<file path="config.mk">
export PLATFORM = sky130hd
export DESIGN_NAME = bit_serial_addsub
export DESIGN_NICKNAME = d
export VERILOG_FILES = /design/src/rtl/bit_serial_addsub.sv
export SDC_FILE = /design/constraint.sdc
export NUM_CORES = 1
export LEC_CHECK = 0
export CAP_MARGIN = 20
export CELL_PAD_IN_SITES_DETAIL_PLACEMENT = 0
export CELL_PAD_IN_SITES_GLOBAL_PLACEMENT = 2
export CORE_MARGIN = 3
export CORE_UTILIZATION = 34
export CTS_CLUSTER_DIAMETER = 100
export CTS_CLUSTER_SIZE = 30
export DETAILED_ROUTE_END_ITERATION = 10
export HOLD_SLACK_MARGIN = 0.08
export PLACE_DENSITY_LB_ADDON = 0.1
export SETUP_SLACK_MARGIN = 0.3
export SLEW_MARGIN = 30
export SYNTH_ARGS = -nofsm -noshare
export SYNTH_HDL_FRONTEND = slang
export SYNTH_SLANG_ARGS = --single-unit
</file>
<file path="constraint.sdc">
create_clock -name clk -period 2.15 [get_ports clk]
set_input_delay 0.215 -clock clk [delete_from_list [all_inputs] [get_ports clk]]
set_output_delay 0.215 -clock clk [all_outputs]
set_load 0.01 [all_outputs]
</file>
<file path="src/rtl/bit_serial_addsub.sv">
// Bit-serial adder/subtractor: one full-adder slice, LSB first,
// start/done handshake, result held until the next completion.
module bit_serial_addsub #(
  parameter int WIDTH = 8
) (
  input  logic             clk,
  input  logic             reset,
  input  logic             start,
  input  logic             sub,
  input  logic [WIDTH-1:0] A,
  input  logic [WIDTH-1:0] B,
  output logic             busy,
  output logic             done,
  output logic [WIDTH-1:0] Sum,
  output logic             Cout,
  output logic             Ovf
);

  localparam int CW = $clog2(WIDTH);
  localparam logic [CW-1:0] LAST = CW'(WIDTH - 1);

  typedef enum logic [1:0] {
    S_IDLE,
    S_RUN,
    S_DONE
  } state_e;

  state_e           state_q, state_d;
  logic [WIDTH-1:0] opa_q, opa_d;
  logic [WIDTH-1:0] opb_q, opb_d;
  logic [WIDTH-1:0] acc_q, acc_d;
  logic [WIDTH-1:0] sum_q, sum_d;
  logic [CW-1:0]    cnt_q, cnt_d;
  logic             c_q, c_d;
  logic             cout_q, cout_d;
  logic             ovf_q, ovf_d;

  logic s, co;

  assign s  = opa_q[0] ^ opb_q[0] ^ c_q;
  assign co = (opa_q[0] & opb_q[0])
            | (opa_q[0] & c_q)
            | (opb_q[0] & c_q);

  always_comb begin
    state_d = state_q;
    opa_d   = opa_q;
    opb_d   = opb_q;
    acc_d   = acc_q;
    sum_d   = sum_q;
    cnt_d   = cnt_q;
    c_d     = c_q;
    cout_d  = cout_q;
    ovf_d   = ovf_q;
    unique case (state_q)
      S_IDLE: begin
        if (start) begin
          opa_d   = A;
          opb_d   = sub ? ~B : B;
          c_d     = sub;
          cnt_d   = '0;
          acc_d   = '0;
          state_d = S_RUN;
        end
      end
      S_RUN: begin
        opa_d = opa_q >> 1;
        opb_d = opb_q >> 1;
        acc_d = {s, acc_q[WIDTH-1:1]};
        c_d   = co;
        cnt_d = cnt_q + CW'(1);
        if (cnt_q == LAST) begin
          sum_d   = {s, acc_q[WIDTH-1:1]};
          cout_d  = co;
          // carry into the MSB differs from carry out => signed overflow
          ovf_d   = co ^ c_q;
          state_d = S_DONE;
        end
      end
      S_DONE: state_d = S_IDLE;
      default: state_d = S_IDLE;
    endcase
  end

  always_ff @(posedge clk or negedge reset) begin
    if (!reset) begin
      state_q <= S_IDLE;
      opa_q   <= '0;
      opb_q   <= '0;
      acc_q   <= '0;
      sum_q   <= '0;
      cnt_q   <= '0;
      c_q     <= 1'b0;
      cout_q  <= 1'b0;
      ovf_q   <= 1'b0;
    end else begin
      state_q <= state_d;
      opa_q   <= opa_d;
      opb_q   <= opb_d;
      acc_q   <= acc_d;
      sum_q   <= sum_d;
      cnt_q   <= cnt_d;
      c_q     <= c_d;
      cout_q  <= cout_d;
      ovf_q   <= ovf_d;
    end
  end

  assign busy = (state_q == S_RUN);
  assign done = (state_q == S_DONE);
  assign Sum  = sum_q;
  assign Cout = cout_q;
  assign Ovf  = ovf_q;

endmodule

</file>
## After elaboration in Yosys (flattened, before gate mapping)

Index checks and enable logic that the tools add are counted.

| storage, ports and cells | value |
|---|---|
| register bits | 40 |
| bits of input ports | 20 |
| output and inout bits | 12 |
| logic and storage cells | 43 |

| cells by class | value |
|---|---|
| add/subtract/negate cells | 1 |
| equality and inequality tests | 5 |
| mux-type cells | 14 |
| bitwise gates (word level) | 9 |
| reduce and logical (&&, ||, !) cells | 5 |

Operators with widths:

| cell | count |
|---|---|
| 8-bit one-hot mux with 2 select lines | 3 |
| 8-bit 2-to-1 mux | 4 |
| 8-bit NOT | 1 |
| 3-bit one-hot mux with 2 select lines | 1 |
| 2-bit AND reduction | 3 |
| 2-bit 2-to-1 mux | 2 |
| 2-bit one-hot mux with 2 select lines | 1 |
| 3-bit by 1-bit adder with 3-bit output (second input constant) | 1 |
| 1-bit bitwise AND | 3 |
| 3-bit == test (second input constant) | 1 |
| 3-bit 2-to-1 mux | 1 |
| 1-bit bitwise XOR | 3 |
| 2-bit by 1-bit == test with 1-bit output (second input constant) | 1 |
| 2-bit == test (second input constant) | 1 |
| 2-bit zero test | 1 |
| 2-bit by 1-bit inequality test with 1-bit output (second input constant) | 1 |
| 2-bit inequality test (second input constant) | 1 |
| 1-bit bitwise OR | 2 |
| 1-bit one-hot mux with 2 select lines | 1 |
| 2-bit nonzero test | 1 |
| 1-bit 2-to-1 mux | 1 |

## Depth between registers and ports, before layout

Gate-level depths: netlist of run 1.

| logic depth | value |
|---|---|
| depth in word-level cells | 4 |
| mapped depth | 6 |
| depth with buffers taken out | 5 |

## Worst setup path before layout of run 1

Ideal clock, no wire load.

| timing | value |
|---|---|
| path type | reg2reg |
| from | register cnt_q[0] |
| to | register cout_q, in the netlist Cout |
| library setup time | 0.125 ns |
| arrival time | 1.384 ns |
| data required time | 2.025 ns |
| setup slack | 0.642 ns |
| stages on the path, launching flop included | 6 |
| buffers on the path | 1 |
| period minus slack after synthesis | 1.508 ns |
| cells stage by stage | dfrtp_1 -> ha_1 -> ha_1 -> nand3b_2 -> buf_2 -> mux2_2 |

| on the way | value |
|---|---|
| word-level cells in the longest chain between the ends | 2 |

RTL lines:

| item | RTL line | RTL |
|---|---|---|
| from (decl) | 33 | `logic [CW-1:0] cnt_q, cnt_d;` |
| from (signal assigned) | 102 | `cnt_q <= cnt_d;` |
| 3-bit == test | 72 | `if (cnt_q == LAST) begin` |
| 2-bit AND reduction (no source line) | - |  |
| to (signal assigned) | 104 | `cout_q <= cout_d;` |
| to (decl) | 35 | `logic cout_q, cout_d;` |

No other way between the ends.
A chain may end at the register's enable or synchronous reset.

## Worst setup path after layout of run 1

| timing | value |
|---|---|
| from | register state_q[1] |
| to | output port busy |

| on the way | value |
|---|---|
| word-level cells in the longest chain between the ends | 1 |

RTL lines:

| item | RTL line | RTL |
|---|---|---|
| from (decl) | 28 | `state_e state_q, state_d;` |
| from (signal assigned) | 97 | `state_q <= state_d;` |
| 2-bit by 1-bit == test with 1-bit output | 109 | `assign busy = (state_q == S_RUN);` |
| to (decl) | 12 | `output logic busy,` |

No other way between the ends.

==> results of run 1 <==
flip-flops by register name, indices dropped and copies added, names as in the netlist:
register  flops
Cout          1
Ovf           1
Sum           8
acc_q         7
c_q           1
cnt_q         3
opa_q         8
opb_q         8
state_q       2
cell type report:
cell class / instances / share of cell area (%)
multi-input combinational: 83 / 29.6
clock inverter: 2 / 1.54
inverter: 3 / 0.495
tap: 67 / 3.69
clock buffer: 6 / 3.63
timing repair buffer: 41 / 18.1
sequential: 39 / 43.0
where the power goes:
| part | internal, mW | switching [mW] |
|---|---|---|
| clock | 0.376 | 0.257 |
| sequential | 1.02 | 0.175 |
| combinational | 0.627 | 0.446 |
stage by stage:
step           instances  hold WS [ns]  total power [mW]  area (um^2)
2_1_floorplan        135       -0.0806              1.84         1720
3_3_place_gp         228         0.373              2.21         2100
3_5_place_dp         228         0.381              2.24         2100
4_1_cts              237         0.491              2.89         2230
5_1_grt              241         0.498              3.11         2270
6_report             241         0.439              2.90         2270
timing repair:
item | 4_1_cts | 5_1_grt
endpoints found under the hold margin | 39 | 0
hold buffers | 1 | 0
setup buffers | 0 | 4
resized for setup | 2 | 0
setup endpoints to repair | 2 | 1
synthesized netlist by cell type (2+ instances only):
master	n
sky130_fd_sc_hd__a21oi_1	2
sky130_fd_sc_hd__a221o_1	6
sky130_fd_sc_hd__a22o_1	9
sky130_fd_sc_hd__a22oi_1	8
sky130_fd_sc_hd__buf_2	6
sky130_fd_sc_hd__buf_6	2
sky130_fd_sc_hd__dfrtp_1	39
sky130_fd_sc_hd__ha_1	2
sky130_fd_sc_hd__inv_1	3
sky130_fd_sc_hd__mux2_2	10
sky130_fd_sc_hd__nand2_1	10
sky130_fd_sc_hd__nor2b_1	5
sky130_fd_sc_hd__nor3b_1	6
sky130_fd_sc_hd__o21ai_0	10
sky130_fd_sc_hd__xor2_1	8
cells by family (layout without fill, tap and decap cells):
group                    after synthesis  in the layout
adder cells (fa/ha/maj)                3              3
flip-flops                            39             39
AO/OA/AOI/OAI                         38             38
buffers and inverters                 13             52
multiplexers                          10             10
XOR/XNOR                               9              9
AND/OR/NAND/NOR                       23             23
per-layer routing:
layer  wire [um]  global-route usage, %  share of wire, %  up-vias
met2        1690                   21.5                49       32
met4          40                   3.74               1.2        0
met3         163                   3.99               4.7        6
li1            -                      -                 -      562
met1        1570                   14.8                45      588
met5           0                      0                 0        -
path summary, 6_finish.rpt:
check                              to  startpoint  slack (ns)
min                            Sum[6]       reset        0.44
min in group clk             opa_q[1]    opa_q[1]        0.49
max in group asynchronous  state_q[0]       reset        1.34
max reg2reg                    Sum[1]    cnt_q[0]        0.60
min reg2reg                  opa_q[1]    opa_q[1]        0.49
max                              busy  state_q[1]        0.39
critical path, cell delays in order, from the launching register on:
cell                              delay, ns
sky130_fd_sc_hd__dfrtp_2               0.50
sky130_fd_sc_hd__nor2b_1               0.19
sky130_fd_sc_hd__clkdlybuf4s50_1       0.57
==> metrics.yaml, run 1 <==
run_status:
  run_status: "complete, no violations"
yosys:
  netlist_area_um2: 1720
  synth-simple-area-share_pct: 7.99
  synth_seq_cells: 39
  yosys.area_share.adder_pct: 2.61
  synth_top_cell_area_share_pct: 56.6
  synth_cell_types: 24
  synth_enable_flop_cells: 0
  synth.area.mux_share_pct: 6.54
  post_synth_main_area_contributors: "sky130_fd_sc_hd__dfrtp_1 (57%), sky130_fd_sc_hd__mux2_2 (6.5%), sky130_fd_sc_hd__a22o_1 (4.6%), sky130_fd_sc_hd__xor2_1 (4.1%), sky130_fd_sc_hd__a221o_1 (3.5%)"
  synthesized_area_fraction_occupied_by_xor_and_xnor_cells_pct: 4.58
  yosys_warnings: 0
  synth_fp_nets: 158
  synth-seq-area-share_pct: 56.6
  synthesized_area_fraction_occupied_by_ao_oa_aoi_and_oai_cells_pct: 17.3
  postSynthCellCount: 135
  synth_area_leader_cell: "sky130_fd_sc_hd__dfrtp_1"
  synth_top_family_by_area: "compound AO/OA/AOI/OAI gates"
  async_reset_ff_share_pct: 100
  average_cell_area_after_synthesis_um2: 12.8
  synth_ff_type: "sky130_fd_sc_hd__dfrtp_1"
timing:
  timing.final.crit_period_ns: 1.76
  final.setup.tns_ns: 0
  peak_clock_frequency_supported_by_timing_mhz: 567
  worstMarginPinSlew_ns: 0.558
  final.setup_skew_ns: 0.00252
  slew-limit-headroom_pct: 62.7
  setup_violations: 0
  timing.final.crit_share_pct: 82.0
  rsz_0062_raised_after_global_routing: "false"
  timing.final.ws_setup_ns: 0.388
  final-hold-violation-count: 0
  final-max-slew-violation-count: 0
pwr:
  static-leakage-power_nw: 1.01
  irDropWorstVdd_mv: 0.359
  power-per-cell-area_nw_per_um2: 1280
grt:
  globalRouteOverflowTotal: 0
  first_global_vias: 1296
  number_of_antenna_violations_at_the_first_check_in_global_routing: 0
  grt_max_degree: 40
  grt_pass1_wl_um: 5980
  grt.total_usage_pct: 12.5
placement:
  buffer_ports.inserted: 31
  place_worst_setup_slack_ns: 0.444
  globalplace.congestion: 0.691
  dp_hpwl_um: 2340
cts:
  tritoncts: "done"
  htree_levels: 2
  clk_latency_ns: 0.29
  numClockSinks: 39
  worst_setup_hold_path_clk_slew_ns: 0.08
  cts.path.max_buffers: 2
  tritoncts.num_buffers: 5
  clockRootBuffer: "sky130_fd_sc_hd__clkbuf_8"
setup_path:
  critPathMaxFanout: 13
  end_kind: "output pin"
  worst-endpoint-required_ns: 1.93
  criticalPathCategory: "register to output pin"
  r2r_cells: 4
  crit_path_start_kind: "register"
  arrival_time_reported_for_the_critical_path_endpoint_ns: 1.55
route:
  drt_first_iter_violations: 32
  postRouteWirelength_um: 3470
  drt-pass1-iter-count: 4
  detail_route.vias_per_cell: 4.93
  detailroute.via_count: 1188
  wire_per_inst_um: 14.4
  ant_nets: 0
  drc: 0
min_path:
  min-delay-path-class: "input pin to asynchronous set/reset pin"
floorplan:
  start_util_pct: 35.8
  num_io_pins: 32
  die_y_um: 77.2
  dieArea_um2: 5960
  coreArea_um2: 4820
  dieWidth_um: 77.2
  fp_rows: 25
cells_and_area:
  layout.cells.most_common_list: "sky130_fd_sc_hd__dfrtp_1 (37), sky130_fd_sc_hd__clkdlybuf4s50_1 (30), sky130_fd_sc_hd__nand2_1 (10), sky130_fd_sc_hd__o21ai_0 (10), sky130_fd_sc_hd__mux2_2 (10)"
  layout.cells.most_common: "sky130_fd_sc_hd__dfrtp_1"
  combined_flip_flop_and_latch_cell_area_um2: 978
  area_delta_synth_final_pct: 32.0
  multi_input_area_um2: 672
  finalCoreUtilization_pct: 47.2
  antenna-diode-count: 0
  final_net_count: 196
  layout.filler_cells: 478
  layout_cells_sized_above_1_pct: 19.0
run:
  max_cap_viol_count: 0
Power figures use the tool's default switching activity.
==> inputs of run 2 (changes only) <==
Settings changed: CORE_UTILIZATION 34 to 31.
Clock period 2.15 ns to 1.6 ns, I/O delays scaled along.
==> run 2 against run 1 <==
Worst setup slack lost 0.15 ns; die area rose by 8.9%; register-to-register slack worse by 0.36 ns; sequential power grew 36%; cell area grew 12%; clock power increased by 30%; flip-flop and latch count is the same; cell count increased by 10%; worst hold slack improved by 0.015 ns; critical path type is now register to register.
==> metrics.yaml, run 2 (synthesis gave the netlist of run 1 again) <==
floorplan:
  die_y_um: 80.6
  start_util_pct: 32.9
  num_io_pins: 32
  dieArea_um2: 6490
  dieWidth_um: 80.6
  coreArea_um2: 5240
  fp_rows: 26
timing:
  timing.final.crit_share_pct: 85.2
  worstMarginPinSlew_ns: 0.500
  final-hold-violation-count: 0
  timing.final.crit_period_ns: 1.36
  final.setup_skew_ns: 0.00629
  final-max-slew-violation-count: 0
  final.setup.tns_ns: 0
  slew-limit-headroom_pct: 66.7
  rsz_0062_raised_after_global_routing: "true"
  peak_clock_frequency_supported_by_timing_mhz: 734
  setup_violations: 0
placement:
  buffer_ports.inserted: 31
  globalplace.congestion: 0.674
  post_dp_cell_area_um2: 2200
  placedCellCount: 238
  dp_hpwl_um: 2460
cells_and_area:
  layout.cells.most_common: "sky130_fd_sc_hd__dfrtp_1"
  area_delta_synth_final_pct: 47.6
  fin_area_um2: 2540
  final_net_count: 217
  layout.filler_cells: 498
  fin_cells: 265
  layout_cells_sized_above_1_pct: 33.8
  layout.cells.most_common_list: "sky130_fd_sc_hd__dfrtp_1 (37), sky130_fd_sc_hd__buf_4 (23), sky130_fd_sc_hd__clkdlybuf4s50_1 (18), sky130_fd_sc_hd__nand2_1 (10), sky130_fd_sc_hd__dlygate4sd2_1 (10)"
  antenna-diode-count: 0
grt:
  number_of_antenna_violations_at_the_first_check_in_global_routing: 0
  grt.total_usage_pct: 13.1
  grt_max_degree: 40
  grt_pass1_wl_um: 6440
  first_global_vias: 1270
  globalRouteOverflowTotal: 0
pwr:
  post-layout-total-power_mw: 4.27
  static-leakage-power_nw: 1.19
  irDropWorstVdd_mv: 0.521
  power-per-cell-area_nw_per_um2: 1680
setup_path:
  end_kind: "register"
  reg2reg_slack_ns: 0.24
  critPathMaxFanout: 11
  cp-startpoint: "state_q[1]"
  worst-endpoint-required_ns: 1.77
  criticalPathCategory: "register to register"
  r2r_cells: 4
  arrival_time_reported_for_the_critical_path_endpoint_ns: 1.54
  r2r-start: "state_q[1]"
  worstReg2RegEnd: "opb_q[4]"
  setup.worst_path.end: "opb_q[4]"
  crit_path_start_kind: "register"
cts:
  worst_setup_hold_path_clk_slew_ns: 0.08
  clockRootBuffer: "sky130_fd_sc_hd__clkbuf_8"
  clk_latency_ns: 0.29
  cts.path.max_buffers: 2
  tritoncts: "done"
  htree_levels: 2
  tritoncts.num_buffers: 5
  numClockSinks: 39
route:
  wire_per_inst_um: 14.6
  drt-pass1-iter-count: 6
  postRouteWirelength_um: 3870
  detail_route.vias_per_cell: 4.75
  drt_first_iter_violations: 41
  drc: 0
  ant_nets: 0
  detailroute.via_count: 1258
run:
  max_cap_viol_count: 0
run_status:
  run_status: "complete, no violations"
min_path:
  min-delay-path-class: "input pin to asynchronous set/reset pin"
==> run 2: cell types whose count changed in the layout (fill, tap and decap cells not counted), moves of 2 or more <==
cell	before	now
sky130_fd_sc_hd__clkdlybuf4s50_1	30	18
sky130_fd_sc_hd__buf_4	8	23
sky130_fd_sc_hd__dlygate4sd2_1	0	10
sky130_fd_sc_hd__ha_1	2	0
sky130_fd_sc_hd__a22oi_2	0	5
sky130_fd_sc_hd__a22oi_1	8	3
sky130_fd_sc_hd__mux2_2	10	1
sky130_fd_sc_hd__o21ai_1	0	8
sky130_fd_sc_hd__mux2_4	0	9
sky130_fd_sc_hd__buf_6	0	2
sky130_fd_sc_hd__buf_8	0	2
sky130_fd_sc_hd__nand3b_4	0	2
sky130_fd_sc_hd__o21ai_0	10	2
==> run 2: repair_timing <==
item | 4_1_cts | 5_1_grt
gates resized for setup | 27 | 17
endpoints found under the setup margin | 33 | 39
buffers inserted | 13 | 4
gates cloned | 1 | 0
hold buffers | 1 | 0
pin swaps | 4 | 6
endpoints found under the hold margin | 39 | 0
==> run 2: through the flow <==
step	utilization, %	worst slack, ns	hold WS, ns
floorplan	-	0.246	-0.136
global placement	42.1	0.117	0.240
detailed placement	42.1	0.111	0.252
CTS	47.3	0.235	0.460
global route	48.6	0.195	0.483
finish	48.6	0.237	0.454
==> run 2: critical path, cell delays in order, from the launching register on <==
cell,delay (ns)
sky130_fd_sc_hd__dfrtp_2,0.44
sky130_fd_sc_hd__buf_6,0.14
sky130_fd_sc_hd__o21bai_4,0.18
sky130_fd_sc_hd__buf_12,0.15
sky130_fd_sc_hd__a221o_1,0.34
==> run 2: layout make-up <==
type                            instances  area, um^2  area share, %
Timing Repair Buffer                   61         564           22.2
Clock buffer                            5        68.8           2.71
Tap cell                               70        87.6           3.44
Multi-Input combinational cell         84         786           30.9
Sequential cell                        39         978           38.5
Inverter                                3        15.0          0.590
Clock inverter                          3        43.8           1.72
==> run 2: worst min-delay path by stage <==
stage	start	end	slack, ns	depth (start not counted)
6_report	reset	Cout	0.45	3
5_1_grt	reset	opa_q[5]	0.48	3
3_5_place_dp	reset	opa_q[4]	0.25	2
3_3_place_gp	reset	opa_q[4]	0.24	2
2_1_floorplan	reset	Cout	-0.14	0
4_1_cts	reset	Cout	0.46	3
==> run 2: power breakdown <==
group	leakage [nW]	internal (mW)	switching [mW]	total [mW]
clock network	0.0581	0.464	0.357	0.822
registers	0.506	1.37	0.247	1.62
logic	0.628	1.09	0.737	1.83
==> run 2: layer usage <==
layer	up-vias	global-route usage [%]	part of all wire, %
li1	616	-	-
met1	616	17.8	48
met2	21	20.3	47
met3	5	3.70	3.9
met4	0	4.05	1.2
met5	-	0	0
==> inputs of run 3 (changes only) <==
Settings changed: CORE_UTILIZATION 31 to 34, CTS_BUF_LIST from default to sky130_fd_sc_hd__clkbuf_8 sky130_fd_sc_hd__clkbuf_16, CTS_CLUSTER_SIZE 30 to 10.
Clock period 1.6 ns to 1.4 ns, I/O delays scaled along.
==> run 3 against run 2 <==
Clock skew increased by 0.00068 ns; worst setup slack got worse by 0.19 ns; non-clock buffer count decreased by 7; utilization increased by 6.6 points; cell count decreased by 3.4%; clock-buffer cell count unchanged; power increased by 17%; fmax increased by 0.96%; sequential power increased by 18%; critical path type unchanged; largest cell class unchanged.
==> metrics.yaml, run 3 (synthesis gave the netlist of run 1 again) <==
placement:
  post_dp_cell_area_um2: 2230
  dp_hpwl_um: 2390
  placedCellCount: 234
  buffer_ports.inserted: 31
  globalplace.congestion: 0.737
setup_path:
  crit_path_start_kind: "register"
  arrival_time_reported_for_the_critical_path_endpoint_ns: 1.53
  reg2reg_slack_ns: 0.05
  end_kind: "register"
  worst-endpoint-required_ns: 1.58
  critPathMaxFanout: 6
  criticalPathCategory: "register to register"
grt:
  globalRouteOverflowTotal: 0
  grt.total_usage_pct: 13.8
  first_global_vias: 1353
  number_of_antenna_violations_at_the_first_check_in_global_routing: 0
  grt_max_degree: 40
  grt_pass1_wl_um: 6520
floorplan:
  num_io_pins: 32
  coreArea_um2: 4820
  die_y_um: 77.2
  fp_rows: 25
  dieWidth_um: 77.2
  start_util_pct: 35.8
  dieArea_um2: 5960
cells_and_area:
  fin_area_um2: 2660
  combined_flip_flop_and_latch_cell_area_um2: 977
  layout.cells.most_common_list: "sky130_fd_sc_hd__dfrtp_1 (38), sky130_fd_sc_hd__clkdlybuf4s50_1 (17), sky130_fd_sc_hd__buf_6 (11), sky130_fd_sc_hd__mux2_4 (10), sky130_fd_sc_hd__clkdlybuf4s15_1 (10)"
  antenna-diode-count: 0
  fin_cells: 256
  finalCoreUtilization_pct: 55.2
  final_net_count: 211
  layout.filler_cells: 420
  multi_input_area_um2: 892
  area_delta_synth_final_pct: 54.2
  layout_cells_sized_above_1_pct: 39.2
  layout.cells.most_common: "sky130_fd_sc_hd__dfrtp_1"
timing:
  rsz_0062_raised_after_global_routing: "true"
  worstMarginPinSlew_ns: 0.488
  timing.final.crit_share_pct: 96.4
  final-hold-violation-count: 0
  timing.final.crit_period_ns: 1.35
  final.setup_skew_ns: 0.00697
  slew-limit-headroom_pct: 67.5
  final-max-slew-violation-count: 0
  setup_violations: 0
  peak_clock_frequency_supported_by_timing_mhz: 741
route:
  detail_route.vias_per_cell: 4.88
  drt-pass1-iter-count: 4
  route.top_layer_used: "met4"
  detailroute.via_count: 1249
  dr_wl_met3_um: 142
  drc: 0
  drt_first_iter_violations: 50
  routed-wl-met2_um: 1920
  ant_nets: 0
  postRouteWirelength_um: 3900
  wire_per_inst_um: 15.2
  route.layer.met1.wl_um: 1760
run_status:
  run_status: "complete, no violations"
cts:
  clockRootBuffer: "sky130_fd_sc_hd__clkbuf_8"
  htree_levels: 2
  worst_setup_hold_path_clk_slew_ns: 0.08
  tritoncts: "done"
  numClockSinks: 39
  cts.path.max_buffers: 2
  clk_latency_ns: 0.29
  tritoncts.num_buffers: 5
min_path:
  min-delay-path-class: "input pin to asynchronous set/reset pin"
pwr:
  static-leakage-power_nw: 1.25
  post-layout-total-power_mw: 4.98
  irDropWorstVdd_mv: 0.650
  power-per-cell-area_nw_per_um2: 1870
run:
  max_cap_viol_count: 0
==> run 3: repair_timing <==
| item | CTS | global route |
|---|---|---|
| cloned | 3 | 0 |
| gates resized for setup | 47 | 44 |
| pin swaps | 8 | 15 |
| hold buffers | 1 | 0 |
| hold endpoints to repair | 39 | 0 |
| setup buffers | 9 | 1 |
| setup endpoints to repair | 51 | 41 |
==> run 3: final timing paths <==
check,endpoint,from,depth (start not counted)
min reg2reg,opb_q[6],opb_q[6],2
max reg2reg,Sum[5],cnt_q[1],4
min in group clk,opb_q[7],start,4
max in group asynchronous,state_q[0],reset,3
min,acc_q[2],reset,3
max,Sum[5],cnt_q[1],4
==> run 3: through the flow <==
stage / setup TNS (ns) / worst slack [ns] / hold WS (ns)
after floorplan: 0 / 0.0462 / -0.156
after global placement: -0.206 / -0.0709 / 0.225
after detailed placement: -0.759 / -0.0853 / 0.232
after CTS: 0 / 0.0248 / 0.454
after global routing: 0 / 0.00838 / 0.489
final: 0 / 0.0500 / 0.427
==> run 3: where the power goes <==
| group | switching (mW) | internal (mW) |
|---|---|---|
| sequential | 0.343 | 1.56 |
| combinational | 0.922 | 1.41 |
| clock | 0.401 | 0.341 |
| total | 1.67 | 3.31 |
==> run 3: area by class of cell <==
| cell class | count | share of cell area [%] |
|---|---|---|
| clock buffer | 5 | 2.59 |
| tap | 67 | 3.15 |
| clock inverter | 3 | 0.612 |
| multi-input combinational | 85 | 33.6 |
| inverter | 3 | 0.565 |
| timing repair buffer | 54 | 22.7 |
| sequential | 39 | 36.8 |
==> run 3: worst max-delay path, stage by stage (launching register included) <==
cell and delay, ns:
sky130_fd_sc_hd__dfrtp_1 0.42, sky130_fd_sc_hd__ha_4 0.18, sky130_fd_sc_hd__ha_4 0.18, sky130_fd_sc_hd__nand3b_4 0.15, sky130_fd_sc_hd__mux2_4 0.31
==> run 3: layer usage <==
metal / up-vias / track usage [%]
met1: 617 / 17.7
met4: 0 / 6.23
met2: 27 / 21.9
met5: - / 0
met3: 8 / 3.40
li1: 597 / -
